==> config.mk <==
export PLATFORM = sky130hd
export DESIGN_NAME = load_store_unit_flat
export DESIGN_NICKNAME = d
export VERILOG_FILES = /design/src/rtl/load_store_unit_if.sv /design/src/rtl/load_store_unit.sv /design/src/flat_wrapper.sv
export SDC_FILE = /design/constraint.sdc
export NUM_CORES = 1
export LEC_CHECK = 0
export ABC_AREA = 1
export CORE_MARGIN = 3
export CORE_UTILIZATION = 30
export DETAILED_ROUTE_END_ITERATION = 10
export GPL_ROUTABILITY_DRIVEN = 1
export HOLD_SLACK_MARGIN = 0.03
export PLACE_DENSITY = 0.69
export SLEW_MARGIN = 20
export SYNTH_ARGS = -nofsm -noshare
export SYNTH_HDL_FRONTEND = slang
export SYNTH_SLANG_ARGS = --single-unit
==> constraint.sdc <==
create_clock -name clk -period 2.05 [get_ports clk]
set_clock_uncertainty 0.2 [all_clocks]
set_input_delay 0.5125 -clock clk [delete_from_list [all_inputs] [get_ports clk]]
set_output_delay 0.5125 -clock clk [all_outputs]
set_load 0.1 [all_outputs]
==> src/rtl/load_store_unit_if.sv <==
// Memory-side bus of the load/store unit: request/ready handshake with a
// wait-state data memory. The LSU is the master, the memory the slave.
interface load_store_unit_if;
  logic        req;
  logic        we;
  logic [31:0] addr;
  logic [3:0]  be;
  logic [31:0] wdata;
  logic        ready;
  logic [31:0] rdata;

  modport master (
    output req, we, addr, be, wdata,
    input  ready, rdata
  );

  modport slave (
    input  req, we, addr, be, wdata,
    output ready, rdata
  );
endinterface

==> src/rtl/load_store_unit.sv <==
// RV32I load/store unit. Takes the ALU result as the effective address,
// checks alignment/encoding, steers byte lanes and replicates store data,
// runs the req/ready handshake with the data memory and sign/zero extends
// load results. Stalls the core until the access completes or faults.
// Optional feature: define LSU_TIMEOUT_EN to abort requests that wait
// TIMEOUT_CYCLES cycles without mem ready, reporting bus_error.
module load_store_unit #(
  parameter int TIMEOUT_CYCLES = 16
) (
  input  logic        clk,
  input  logic        reset,
  input  logic        start,
  input  logic        is_load,
  input  logic        is_store,
  input  logic [2:0]  funct3,
  input  logic [31:0] address,
  input  logic [31:0] store_data,
  output logic        stall,
  output logic        done,
  output logic [31:0] load_data,
  output logic        misaligned,
  output logic        bus_error,
  load_store_unit_if.master mem
);

  typedef enum logic [1:0] {
    IDLE  = 2'd0,
    REQ   = 2'd1,
    DONE  = 2'd2,
    FAULT = 2'd3
  } state_t;

  state_t      state, state_next;
  logic        illegal;
  logic        accept;
  logic        timeout_hit;
  logic        load_flag;
  logic [1:0]  addr_lo;
  logic [2:0]  funct3_q;
  logic [3:0]  be_next;
  logic [31:0] wdata_next;
  logic [7:0]  byte_sel;
  logic [15:0] half_sel;
  logic [31:0] load_ext;

  // Illegal-access detection: direction ambiguity, bad funct3, misalignment.
  always_comb begin
    illegal = 1'b0;
    if (is_load == is_store) begin
      illegal = 1'b1;
    end else if (is_load) begin
      case (funct3)
        3'b000, 3'b100: illegal = 1'b0;
        3'b001, 3'b101: illegal = address[0];
        3'b010:         illegal = (address[1:0] != 2'b00);
        default:        illegal = 1'b1;
      endcase
    end else begin
      case (funct3)
        3'b000:  illegal = 1'b0;
        3'b001:  illegal = address[0];
        3'b010:  illegal = (address[1:0] != 2'b00);
        default: illegal = 1'b1;
      endcase
    end
  end

  assign accept = (state == IDLE) && start && !illegal;

  // Byte-enable generation and store-data lane replication from width field.
  always_comb begin
    be_next    = 4'b1111;
    wdata_next = store_data;
    case (funct3[1:0])
      2'b00: begin
        be_next    = 4'b0001 << address[1:0];
        wdata_next = {4{store_data[7:0]}};
      end
      2'b01: begin
        be_next    = 4'b0011 << address[1:0];
        wdata_next = {2{store_data[15:0]}};
      end
      default: begin
        be_next    = 4'b1111;
        wdata_next = store_data;
      end
    endcase
  end

  // Load lane extraction and extension using the offset captured at REQ entry.
  always_comb begin
    byte_sel = 8'h00;
    case (addr_lo)
      2'd0: byte_sel = mem.rdata[7:0];
      2'd1: byte_sel = mem.rdata[15:8];
      2'd2: byte_sel = mem.rdata[23:16];
      default: byte_sel = mem.rdata[31:24];
    endcase
    half_sel = addr_lo[1] ? mem.rdata[31:16] : mem.rdata[15:0];
    case (funct3_q)
      3'b000:  load_ext = {{24{byte_sel[7]}}, byte_sel};
      3'b001:  load_ext = {{16{half_sel[15]}}, half_sel};
      3'b100:  load_ext = {24'h000000, byte_sel};
      3'b101:  load_ext = {16'h0000, half_sel};
      default: load_ext = mem.rdata;
    endcase
  end

`ifdef LSU_TIMEOUT_EN
  localparam logic [7:0] TIMEOUT_LAST = 8'(TIMEOUT_CYCLES - 1);

  logic [7:0] count;
  logic       timeout_flag;

  // Wait counter: cleared on REQ entry, counts REQ cycles without ready;
  // timeout_flag remembers whether the coming FAULT is a bus error.
  always_ff @(posedge clk or negedge reset) begin
    if (!reset) begin
      count        <= 8'd0;
      timeout_flag <= 1'b0;
    end else if (accept) begin
      count        <= 8'd0;
      timeout_flag <= 1'b0;
    end else if (state == IDLE) begin
      timeout_flag <= 1'b0;
    end else if (state == REQ && !mem.ready) begin
      count        <= count + 8'd1;
      timeout_flag <= timeout_hit;
    end
  end

  // Terminal count only aborts when ready is absent in that same cycle.
  assign timeout_hit = (count == TIMEOUT_LAST) && !mem.ready;
  assign misaligned  = (state == FAULT) && !timeout_flag;
  assign bus_error   = (state == FAULT) && timeout_flag;
`else
  // TIMEOUT_CYCLES has no effect in this build; keep it referenced.
  if (TIMEOUT_CYCLES < 1) begin : g_timeout_unused
  end

  assign timeout_hit = 1'b0;
  assign misaligned  = (state == FAULT);
  assign bus_error   = 1'b0;
`endif

  // State register.
  always_ff @(posedge clk or negedge reset) begin
    if (!reset) state <= IDLE;
    else        state <= state_next;
  end

  // Next-state logic.
  always_comb begin
    state_next = state;
    case (state)
      IDLE: begin
        if (start) state_next = illegal ? FAULT : REQ;
      end
      REQ: begin
        if (mem.ready)        state_next = DONE;
        else if (timeout_hit) state_next = FAULT;
      end
      DONE:    state_next = IDLE;
      default: state_next = IDLE;
    endcase
  end

  // Request attributes are captured once at REQ entry and held; load data
  // is updated only when a load completes.
  always_ff @(posedge clk or negedge reset) begin
    if (!reset) begin
      mem.we    <= 1'b0;
      mem.addr  <= 32'h0;
      mem.be    <= 4'h0;
      mem.wdata <= 32'h0;
      load_flag <= 1'b0;
      addr_lo   <= 2'b00;
      funct3_q  <= 3'b000;
      load_data <= 32'h0;
    end else begin
      if (accept) begin
        mem.we    <= is_store;
        mem.addr  <= {address[31:2], 2'b00};
        mem.be    <= be_next;
        mem.wdata <= wdata_next;
        load_flag <= is_load;
        addr_lo   <= address[1:0];
        funct3_q  <= funct3;
      end
      if (state == REQ && mem.ready && load_flag) begin
        load_data <= load_ext;
      end
    end
  end

  // Status outputs decode directly from the state register.
  assign mem.req = (state == REQ);
  assign done    = (state == DONE);
  // Stall is forced low during reset so the core is never frozen by it.
  assign stall   = reset && (((state == IDLE) && start) || (state == REQ));

endmodule
==> src/flat_wrapper.sv <==
// flat-port wrapper written by rule: the top's interface ports become plain ports
module load_store_unit_flat 
#(
  parameter int TIMEOUT_CYCLES = 16
)
  (clk, reset, start, is_load, is_store, funct3, address, store_data, stall, done, load_data, misaligned, bus_error, mem_req, mem_we, mem_addr, mem_be, mem_wdata, mem_ready, mem_rdata);
  load_store_unit_if mem_i ();
  input  logic clk;
  input  logic reset;
  input  logic start;
  input  logic is_load;
  input  logic is_store;
  input  logic [2:0] funct3;
  input  logic [31:0] address;
  input  logic [31:0] store_data;
  output logic stall;
  output logic done;
  output logic [31:0] load_data;
  output logic misaligned;
  output logic bus_error;
  output wire logic [$bits(mem_i.req)-1:0] mem_req;
  output wire logic [$bits(mem_i.we)-1:0] mem_we;
  output wire logic [$bits(mem_i.addr)-1:0] mem_addr;
  output wire logic [$bits(mem_i.be)-1:0] mem_be;
  output wire logic [$bits(mem_i.wdata)-1:0] mem_wdata;
  input wire logic [$bits(mem_i.ready)-1:0] mem_ready;
  input wire logic [$bits(mem_i.rdata)-1:0] mem_rdata;
  assign mem_req = mem_i.req;
  assign mem_we = mem_i.we;
  assign mem_addr = mem_i.addr;
  assign mem_be = mem_i.be;
  assign mem_wdata = mem_i.wdata;
  assign mem_i.ready = mem_ready;
  assign mem_i.rdata = mem_rdata;
  load_store_unit #(.TIMEOUT_CYCLES(TIMEOUT_CYCLES)) u_core (.clk(clk), .reset(reset), .start(start), .is_load(is_load), .is_store(is_store), .funct3(funct3), .address(address), .store_data(store_data), .stall(stall), .done(done), .load_data(load_data), .misaligned(misaligned), .bus_error(bus_error), .mem(mem_i));
endmodule
==> impl_metrics.json, run 1 <==
{
  "fmax_mhz": 492,
  "clkLatencyLatePin_ns": 0.35,
  "crit_required_ns": 1.34,
  "cts_max_level": 3,
  "synth_simple_gate_area_share_pct": 31.3,
  "worstSetupStartpointType": "flop",
  "synth_top_area_share_pct": 49.9,
  "instances_no_fill": 1174,
  "rr_worst_depth": 11,
  "hp-class": "in -> async",
  "core_area_um2": 17400,
  "grt_overflow": 0,
  "yosysTopAreaCell": "dfrtp_1",
  "synthTopCellsByCount": "nand2_1, dfrtp_1, nand3_1, inv_1, o21ai_0",
  "cap_violations": 0,
  "synthXorXnorAreaFrac_pct": 0,
  "synth_compound_area_share_pct": 8.97,
  "wl_um": 17800,
  "end_kind": "output pin",
  "grt_pass1_wl_um": 27700,
  "cpMostUsedCell": "inv_2",
  "synth.area.mux_share_pct": 0,
  "cts_tree": "yes",
  "dp_hpwl_um": 12700,
  "status": "finished, final reports clean",
  "syn_area_um2": 5370,
  "ys_seq_area_share_pct": 49.9,
  "grt_max_degree": 108,
  "cts.clk_slew.worst_paths_ns": 0.07,
  "syn_to_final_growth_pct": 76.4,
  "diodes": 0,
  "synth-adder-area-share_pct": 0,
  "worstPathMaxFanout": 3,
  "syn_avg_cell_area_um2": 7.50,
  "drtPass1Iterations": 5,
  "min_period_ns": 2.03,
  "post_drt_wl_per_cell_um": 15.1,
  "ctsRootBufferMaster": "clkbuf_16",
  "setup_viol": 0,
  "synth.most_common_cell": "nand2_1",
  "portBuffers": 207,
  "pin_count": 211,
  "worst-r2r-setup-slack_ns": 0.13,
  "vias_per_cell": 4.67,
  "synth-edff-count": 0,
  "dieArea_um2": 19500,
  "dp.cells": 1140,
  "yosysWarningCount": 0,
  "ys_types": 28,
  "synthCells": 716,
  "num_vias": 5483,
  "cts_buffers": 9,
  "nNetsFinal": 1050,
  "path_class": "reg -> out",
  "grt_pass1_vias": 5318,
  "relSlewSlack_pct": 61.2,
  "drc_errors": 0,
  "crit_chain": "inv_2 > nand3_4 > inv_2 > o21a_4 > buf_12",
  "critPathArrivalTime_ns": 1.32,
  "gp_congestion": 0.843,
  "ctsLongestPathBuffers": 2,
  "rows": 48,
  "finalHoldViolCount": 0,
  "synthFlopType": "dfrtp_1",
  "rsz0062_at_grt": "true",
  "initial_core_util_pct": 30.8,
  "final_max_slew_viol_count": 0,
  "place_ws_ns": -0.281,
  "cpMaxStageDelayCell": "dfrtp_1",
  "synth_area_leaders": "dfrtp_1, nand2_1, nand3_1",
  "drt_iter0_drc": 301,
  "layout-drive-gt1-share_pct": 21.9,
  "numClockSinks": 107,
  "postSynth.asyncResetShare_pct": 100,
  "timing.final.crit_share_pct": 99.2,
  "worstReg2RegEnd": "u_core.mem.be[3]$_DFFE_PN0P_",
  "die_w_um": 140,
  "die_h_um": 140,
  "ys_ff_latch": 107,
  "worst_pin_slew_ns": 0.583,
  "ant_nets": 0,
  "fin_ws_ns": 0.0171,
  "antenna_found_initial": 0,
  "r2r_start": "u_core.state[0]$_DFFE_PN0P_",
  "max_stage_delay_ns": 0.40,
  "track_usage_pct": 17.6,
  "synth_top_family_by_area": "simple AND/OR/NAND/NOR gates"
}
==> worst max path at each step <==
stage                     slack, ns                         from                               to  depth (start not counted)
after global placement        -0.25                      is_load  u_core.mem.addr[28]$_DFFE_PN0P_                          8
after detailed placement      -0.28                      is_load  u_core.mem.addr[30]$_DFFE_PN0P_                          8
after CTS                     -0.03  u_core.state[1]$_DFFE_PN0P_                            stall                          5
after global routing          -0.04  u_core.state[1]$_DFFE_PN0P_                            stall                          5
after floorplan               -0.21  u_core.state[1]$_DFFE_PN0P_                            stall                          2
final                          0.02  u_core.state[0]$_DFFE_PN0P_                            stall                          5
==> registers in the layout, indices dropped and copies added, names as in the netlist <==
signal            count
u_core.addr_lo        2
u_core.mem.be         4
u_core.load_flag      1
u_core.mem.wdata     32
u_core.mem.addr      30
u_core.mem.we         1
u_core.state          2
u_core.load_data     32
u_core.funct3_q       3
==> per-stage QoR <==
stage | hold WS [ns] | setup TNS (ns) | utilization [%] | instance area (um2)
finish | 0.0722 | 0 | 54.4 | 9470
global route | 0.110 | -0.0562 | 54.4 | 9470
CTS | 0.0928 | -0.0347 | 53.1 | 9260
detailed placement | 0.322 | -18.72 | 50.7 | 8830
global placement | 0.309 | -17.48 | 50.7 | 8830
floorplan | 0.0169 | -0.214 | - | 5390
==> per-layer routing <==
layer	share of wire [%]	track usage [%]
met2	46	27.5
met1	41	22.3
met5	0	0
met3	9.6	6.29
met4	2.4	6.63
==> final cells by class <==
cell class	count	area, um2
clock inverter	5	110
sequential	107	2680
fill	1538	7950
clock buffer	10	239
tap	225	282
inverter	68	255
multi-input combinational	501	2220
timing repair buffer	258	3680
==> critical path, delay by kind of cell (launching register included) <==
kind            cells  cell delay, ns
compound gates      1            0.13
buf+inv             3            0.35
flops               1            0.40
simple gates        1            0.09
==> logic make-up after synthesis <==
logic type	count (synthesis)
buffers and inverters	110
AO/OA/AOI/OAI	94
flip-flops	107
AND/OR/NAND/NOR	404
other	1
==> placed cells by master, fill, tap and decap left out, drive strengths merged, types with 3 or more instances in the layout <==
| master | n |
|---|---|
| nand3 | 78 |
| o21ai | 50 |
| clkdlybuf4s50 | 102 |
| nor2 | 36 |
| buf | 150 |
| dfrtp | 107 |
| bufinv | 3 |
| or2 | 17 |
| a21oi | 41 |
| nand2 | 271 |
| conb | 3 |
| inv | 69 |
| clkbuf | 15 |
==> what timing repair did <==
action | in CTS | in global routing
resized for setup | 4 | 19
cloned | 0 | 7
endpoints found under the setup margin | 1 | 74
hold buffers | 0 | 0
pin swaps | 2 | 4
setup buffers | 8 | 6
Power of run 1 is left out: the tool's default activity adds up to more than one toggle a clock period on the data nets, which glitch-free logic cannot reach.
==> inputs of run 2 (changes only) <==
--- a/config.mk
+++ b/config.mk
@@ -6,13 +6,13 @@
 export NUM_CORES = 1
 export LEC_CHECK = 0
 export ABC_AREA = 1
+export ABC_CLOCK_PERIOD_IN_PS = 2050
 export CORE_MARGIN = 3
 export CORE_UTILIZATION = 30
 export DETAILED_ROUTE_END_ITERATION = 10
 export GPL_ROUTABILITY_DRIVEN = 1
 export HOLD_SLACK_MARGIN = 0.03
 export PLACE_DENSITY = 0.69
-export SLEW_MARGIN = 20
 export SYNTH_ARGS = -nofsm -noshare
 export SYNTH_HDL_FRONTEND = slang
 export SYNTH_SLANG_ARGS = --single-unit
==> results of run 2 <==
Final layout, timing and power as in run 1 (identical DEF).
Power of run 2 is left out for the same reason.
